--- src/rtl/atari_input_pkg.sv ---
`default_nettype none
// ============================================================================
// Module   : atari_input_pkg
// Purpose  : Shared types and constants for the input source arbiter.
//            src_t  - current owner of the core's input (JOY/MOUSE/HALT)
//            axis_t - signed 9-bit mouse axis accumulator
// Revision : 1.0 - initial release
// ============================================================================
package atari_input_pkg;

  typedef enum logic [1:0] {
    SRC_JOY   = 2'd0,
    SRC_MOUSE = 2'd1,
    SRC_HALT  = 2'd2
  } src_t;

  localparam int AXIS_MIN = -128;
  localparam int AXIS_MAX = 127;

  typedef logic signed [8:0] axis_t;

endpackage : atari_input_pkg
`default_nettype wire

--- src/rtl/axis_accum.sv ---
`default_nettype none
// ============================================================================
// Module   : axis_accum
// Purpose  : One mouse axis: clamps a sign-extended report delta to
//            +/-STEP_LIMIT and adds it to the accumulator with saturation to
//            [AXIS_MIN, AXIS_MAX]. Purely combinational.
// Ports    : acc      - current accumulator value
//            sign     - delta sign bit from the mouse report
//            mag      - delta byte from the mouse report
//            acc_next - saturated accumulator after applying the delta
// Revision : 1.0 - initial release
// ============================================================================
module axis_accum
  import atari_input_pkg::*;
#(
  parameter int STEP_LIMIT = 10
) (
  input  axis_t      acc,
  input  logic       sign,
  input  logic [7:0] mag,
  output axis_t      acc_next
);

  localparam logic signed [9:0] LIM_POS = 10'(STEP_LIMIT);
  localparam logic signed [9:0] LIM_NEG = -10'(STEP_LIMIT);
  localparam logic signed [9:0] SAT_MAX = 10'(AXIS_MAX);
  localparam logic signed [9:0] SAT_MIN = 10'(AXIS_MIN);

  logic signed [9:0] delta_raw;
  logic signed [9:0] delta_clamped;
  logic signed [9:0] sum;

  always_comb begin
    // {sign, byte} is a 9-bit two's-complement value; widen to 10 bits so the
    // sum of two 9-bit operands can never wrap before saturation.
    delta_raw = {sign, sign, mag};

    delta_clamped = delta_raw;
    if (delta_raw > LIM_POS) begin
      delta_clamped = LIM_POS;
    end else if (delta_raw < LIM_NEG) begin
      delta_clamped = LIM_NEG;
    end

    sum = {acc[8], acc} + delta_clamped;

    acc_next = sum[8:0];
    if (sum > SAT_MAX) begin
      acc_next = SAT_MAX[8:0];
    end else if (sum < SAT_MIN) begin
      acc_next = SAT_MIN[8:0];
    end
  end

endmodule : axis_accum
`default_nettype wire

--- src/rtl/input_source_arbiter.sv ---
`default_nettype none
// ============================================================================
// Module   : input_source_arbiter
// Purpose  : Chooses which host device drives the core's paddle/analog and
//            fire inputs. A PS/2 mouse takes ownership when it sends reports;
//            the analog stick reclaims it whenever it moves; a halted CPU
//            forces joystick ownership. Mouse deltas accumulate per axis with
//            per-report clamping and saturation.
// Ports    : clk_sys   - system clock
//            reset_n   - asynchronous active-low reset
//            joy_0     - player-1 digital joystick bits
//            joya_0    - player-1 analog stick {Y[15:8], X[7:0]}, signed
//            ps2_mouse - {strobe, Y, X, 2'b0, Ysign, Xsign, 2'b0, buttons}
//            cpu_halt  - core halted
//            ax, ay    - registered signed analog X/Y to the core
//            j0        - registered digital/fire bits to the core
//            src       - registered owner: 0=JOY, 1=MOUSE, 2=HALT
// Revision : 1.0 - initial release
// ============================================================================
module input_source_arbiter
  import atari_input_pkg::*;
#(
  parameter int          STEP_LIMIT  = 10,
  parameter logic [23:0] IDLE_CYCLES = 24'd12_000_000
) (
  input  logic        clk_sys,
  input  logic        reset_n,
  input  logic [15:0] joy_0,
  input  logic [15:0] joya_0,
  input  logic [24:0] ps2_mouse,
  input  logic        cpu_halt,
  output logic [7:0]  ax,
  output logic [7:0]  ay,
  output logic [7:0]  j0,
  output logic [1:0]  src
);

  src_t        state_q,  state_d;
  axis_t       mx_q,     mx_d;
  axis_t       my_q,     my_d;
  logic [23:0] idle_q,   idle_d;
  logic        strobe_q, strobe_d;
  logic        primed_q, primed_d;
  logic [7:0]  ax_q,     ax_d;
  logic [7:0]  ay_q,     ay_d;
  logic [7:0]  j0_q,     j0_d;
  logic [1:0]  src_q,    src_d;

  logic        report;
  logic [23:0] idle_inc;
  axis_t       acc_x_base;
  axis_t       acc_y_base;
  axis_t       mx_next;
  axis_t       my_next;
  logic        unused_ok;

  // Padding bits of the mouse word and the upper joystick byte carry nothing
  // this block uses.
  assign unused_ok = &{1'b0, ps2_mouse[7:6], ps2_mouse[3:2], joy_0[15:8]};

  // A report taken while the joystick owns the inputs starts a fresh
  // accumulation, whatever the accumulators happen to hold.
  assign acc_x_base = (state_q == SRC_JOY) ? '0 : mx_q;
  assign acc_y_base = (state_q == SRC_JOY) ? '0 : my_q;

  axis_accum #(.STEP_LIMIT(STEP_LIMIT)) u_axis_x (
    .acc      (acc_x_base),
    .sign     (ps2_mouse[4]),
    .mag      (ps2_mouse[15:8]),
    .acc_next (mx_next)
  );

  axis_accum #(.STEP_LIMIT(STEP_LIMIT)) u_axis_y (
    .acc      (acc_y_base),
    .sign     (ps2_mouse[5]),
    .mag      (ps2_mouse[23:16]),
    .acc_next (my_next)
  );

  always_comb begin
    state_d  = state_q;
    mx_d     = mx_q;
    my_d     = my_q;
    idle_d   = idle_q;
    strobe_d = ps2_mouse[24];
    primed_d = 1'b1;

    // The strobe level seen on the first cycle out of reset is only recorded,
    // never treated as a report.
    report   = primed_q && (ps2_mouse[24] != strobe_q);
    idle_inc = idle_q + 24'd1;

    if (cpu_halt) begin
      state_d = SRC_HALT;
      mx_d    = '0;
      my_d    = '0;
      idle_d  = '0;
    end else begin
      case (state_q)
        SRC_HALT: begin
          state_d = SRC_JOY;
        end
        SRC_JOY, SRC_MOUSE: begin
          if (joya_0 != 16'd0) begin
            state_d = SRC_JOY;
            mx_d    = '0;
            my_d    = '0;
            idle_d  = '0;
          end else if (report) begin
            state_d = SRC_MOUSE;
            mx_d    = mx_next;
            my_d    = my_next;
            idle_d  = '0;
          end else if (state_q == SRC_MOUSE) begin
            // Ownership lapses once IDLE_CYCLES-1 consecutive cycles have
            // passed without a report.
            if (idle_inc >= (IDLE_CYCLES - 24'd1)) begin
              state_d = SRC_JOY;
              mx_d    = '0;
              my_d    = '0;
              idle_d  = '0;
            end else begin
              idle_d  = idle_inc;
            end
          end
        end
        default: begin
          state_d = SRC_JOY;
          mx_d    = '0;
          my_d    = '0;
          idle_d  = '0;
        end
      endcase
    end

    // Outputs follow the owner registered in the previous cycle.
    if (state_q == SRC_MOUSE) begin
      ax_d = mx_q[7:0];
      ay_d = my_q[7:0];
      j0_d = {joy_0[7], ps2_mouse[1:0], joy_0[4:0]};
    end else begin
      ax_d = joya_0[7:0];
      ay_d = joya_0[15:8];
      j0_d = joy_0[7:0];
    end
    src_d = state_q;
  end

  always_ff @(posedge clk_sys or negedge reset_n) begin
    if (!reset_n) begin
      state_q  <= SRC_JOY;
      mx_q     <= '0;
      my_q     <= '0;
      idle_q   <= '0;
      strobe_q <= 1'b0;
      primed_q <= 1'b0;
      ax_q     <= '0;
      ay_q     <= '0;
      j0_q     <= '0;
      src_q    <= '0;
    end else begin
      state_q  <= state_d;
      mx_q     <= mx_d;
      my_q     <= my_d;
      idle_q   <= idle_d;
      strobe_q <= strobe_d;
      primed_q <= primed_d;
      ax_q     <= ax_d;
      ay_q     <= ay_d;
      j0_q     <= j0_d;
      src_q    <= src_d;
    end
  end

  assign ax  = ax_q;
  assign ay  = ay_q;
  assign j0  = j0_q;
  assign src = src_q;

endmodule : input_source_arbiter
`default_nettype wire

--- config.mk ---
export PLATFORM = sky130hd
export DESIGN_NAME = input_source_arbiter
export DESIGN_NICKNAME = d
export VERILOG_FILES = /design/src/rtl/atari_input_pkg.sv /design/src/rtl/axis_accum.sv /design/src/rtl/input_source_arbiter.sv
export SDC_FILE = /design/constraint.sdc
export NUM_CORES = 1
export LEC_CHECK = 0
export CELL_PAD_IN_SITES_DETAIL_PLACEMENT = 0
export CELL_PAD_IN_SITES_GLOBAL_PLACEMENT = 2
export CORE_AREA = 3 3 116 118
export CTS_BUF_LIST = sky130_fd_sc_hd__clkbuf_16
export DETAILED_ROUTE_END_ITERATION = 7
export DIE_AREA = 0 0 119 121
export DONT_BUFFER_PORTS = 1
export GPL_ROUTABILITY_DRIVEN = 0
export PLACE_DENSITY_LB_ADDON = 0.1
export SLEW_MARGIN = 20
export SYNTH_ARGS = -nofsm -noshare
export SYNTH_HDL_FRONTEND = slang
export SYNTH_SLANG_ARGS = --single-unit
--- constraint.sdc ---
create_clock -name clk_sys -period 6.3 [get_ports clk_sys]
set_input_delay 1.26 -clock clk_sys [delete_from_list [all_inputs] [get_ports clk_sys]]
set_output_delay 1.26 -clock clk_sys [all_outputs]
set_load 0.01 [all_outputs]
==> key figures <==
Timing
  – Final period utilization: 0.715
  – Slew margin rel.: 0.350
  – Final Critical Period: 4500 ps
  – Final Skew: around 5.4 ps
  – Worst Max-Slew Pin Slew: 971 ps
  – Max Clk Rate: ~220 MHz
  – Setup_tns: 0 ps
  – Final hold vios: 0
  – Final Max Tran Viols: 0
  – RSZ-0062 raised after global routing: false
  – # setup viols final: 0

Pwr
  – PD cells: just under 200 nW/um^2
  – Static Leakage: about 0.0021 uW
  – Tot Pwr: 1060 uW
  – Worst vdd ir: 0.000110 V

Final layout
  – Multi-input gate area: 2800 sq um
  – Diodes inserted: 0
  – Area growth syn-to-layout: 8.00%
  – Final Instance Area: around 5300 sq um
  – Fill cells: 1276
  – Share of layout cells above drive strength 1: 0.0974
  – Layout Cells excl Fill: 747
  – Nets@finish: 654
  – FF/Latch Area: around 1800 sq um

Worst setup path
  – CP top delay family: compound AO/OA/AOI/OAI gates
  – Reg2reg setup slack: 2290 ps
  – R2R depth: 9
  – WP data required: ~6600 ps
  – Worst r2r src: idle_q[0]
  – Crit Path Class: input port to flip-flop
  – Critical path's largest stage delay: 760 ps
  – Worst r2r dst: idle_q[20]
  – Critical path peak fanout: 8
  – Critical Path Start Type: input port
  – Crit path DAT: 4750 ps
  – Crit end category: flip-flop
  – Slowest CP cell: o41ai_1
  – Crit-path cells: inv_1 -> or3_1 -> ha_1 -> or3_1 -> ha_1 -> a21oi_1 -> o211ai_1 -> o41ai_1 -> nand4_1 -> a21oi_1 -> nand2_1 -> o211ai_1
  – Cell depth of the worst setup path: 12
  – CP bufs+invs: 1

Synth
  – Xor and xnor fraction of the mapped netlist area: 0.0319
  – Compound-Gate Fraction of Synth Area: 0.187
  – Largest family of logic cells by synthesized area: simple AND/OR/NAND/NOR gates
  – Post-synthesis mux area share: 0.0410
  – Count leader, synth: dfrtp_1
  – Cell area after synthesis: 4940 sq um
  – Netlist cell types: a little under 70
  – Main synth FF type: dfrtp_1
  – Post-Synth Simple-Gate Area: 0.242
  – Ys Warns: 0
  – Commonest cells post-synth: dfrtp_1, nor2_1, inv_1, nand2_1, nand3_1
  – Synth Register Bits: 72
  – Seq/Total Area, Yosys: 0.364
  – EDFF count, synth: 0
  – Synth area leaders: dfrtp_1, ha_1, nor2_1
  – Synth area leader: dfrtp_1
  – Syn nets: around 670
  – Ys async rst share: 1.00
  – Post-synthesis adder-cell area fraction: 0.0638
  – Yosys top cell area share: 0.364
  – Post-Syn Instances: a little under 600
  – Post-synthesis average cell area: 8.46 sq um

Placed design
  – Post-DP HPWL: 9210 um
  – Placed insts: 731
  – DP Area: 5040 sq um
  – Port buffer count: 0

Clock network
  – Inserted Clock Buffers: 9
  – H-tree levels: 3
  – CTS root buffer: clkbuf_16
  – Setup Fix Bufs, Post-CTS: 0
  – CTS max path bufs: 2
  – Number of clock sinks: 72
  – Clk slew on worst S/H paths: 60 ps
  – CTS tree: yes
  – Hold buffers post-CTS: 0
  – Worst-Skew Late Latency: about 340 ps
  – Post-CTS sizing: 0

GRT
  – Largest net degree at the start of global routing: 73
  – First-pass GRT wire length: around 21000 um
  – Vias in the first global route: about 4.2k
  – Initial antenna violation count: 0
  – GRT Residual Overflow: 0
  – Total global-route track usage: 0.183

Worst hold path
  – WHS Path Cells: 1
  – Hold Startpoint: mx_q[6]
  – Hold EP: ax[6]
  – Hold WC Path Type: flip-flop to flip-flop

Floorplanning
  – Core Box Area: 12600 sq um
  – Initial Util: 0.393
  – Chip width: between 100 and 150 um
  – Die span in y: 121 um
  – Rows: 41
  – Ports: between 80 and 90
  – Die Area: 14400 sq um

Detailed routing
  – DRC violations left: 0
  – Final ANT Viol Nets: 0
  – Routed via count: ~4.2k
  – Wirelength, routed: ~13000 um
  – DR iter-0 viols: 310
  – Via density: 5.58
  – 1st-pass router iterations: 4
  – Wire per inst: around 17 um

Run
  – Max-cap violations: 0

Outcome
  – Status: completed
report_power, final:
part,internal [uW],leakage [uW],switching (uW)
Combinational,28.0,0.00103,37.5
Sequential,472,0.000941,9.20
Clock,306,0.000138,207
Total,806,0.00211,254
area by class of cell:
cell class / count / area share
Multi-Input combinational cell: 429 / 0.524
Sequential cell: 72 / 0.337
Clock buffer: 9 / 0.0422
Tap cell: 172 / 0.0403
Inverter: 56 / 0.0394
Clock inverter: 7 / 0.0134
Timing Repair Buffer: 2 / 0.00281
cell usage in the layout (no fill, tap or decap), drive strengths merged, types with 3 or more instances in the layout:
cell / n
dfrtp: 72
nor2: 64
inv: 57
nand2: 49
nand3: 26
o21ai: 26
ha: 22
a31oi: 21
nand4: 21
a21oi: 20
mux2: 18
o22ai: 17
o211ai: 15
nor4: 15
xnor2: 12
nor3: 11
clkbuf: 9
nor2b: 9
nand2b: 8
xor2: 6
o31ai: 6
a21o: 5
or3: 5
or2: 5
and2: 4
o2111ai: 4
nor3b: 3
and4: 3
and3: 3
o21a: 3
clkinvlp: 3
a311oi: 3
cell families (layout without fill, tap and decap cells):
family | after synthesis | count (layout)
multiplexers | 18 | 18
other | 1 | 1
adder cells (fa/ha/maj) | 24 | 24
AO/OA/AOI/OAI | 136 | 136
XOR/XNOR | 18 | 18
flip-flops | 72 | 72
AND/OR/NAND/NOR | 232 | 232
buffers and inverters | 83 | 74
registers in the layout (all words and copies together), names as in the netlist:
register and count:
strobe_q 1, mx_q 9, src 2, ax 8
j0 8, ay 8, primed_q 1, src_d 2
idle_q 24, my_q 9
metrics by stage:
stage | setup WS [ps] | utilization | hold slack (ps)
CTS | 1830 | 0.425 | 515
global route | 1410 | 0.425 | 530
floorplan | 1900 | - | 409
detailed placement | 1470 | 0.401 | 494
global placement | 1480 | 0.401 | 493
finish | 1800 | 0.425 | 511
routing by layer:
layer  track usage  wire, um
met1         0.225      5670
met2         0.316      6430
met3        0.0396       391
met4        0.0652       228
met5             0         0
worst max-delay path by stage:
stage                       start  slack, ps      end
detailed placement   ps2_mouse[5]       1470  my_q[6]
global placement    ps2_mouse[18]       1480  my_q[4]
CTS                  ps2_mouse[5]       1830  my_q[2]
floorplan            ps2_mouse[5]       1900  my_q[2]
global route         ps2_mouse[5]       1410  my_q[6]
finish               ps2_mouse[5]       1800  my_q[5]
Power figures use the tool's default switching activity.
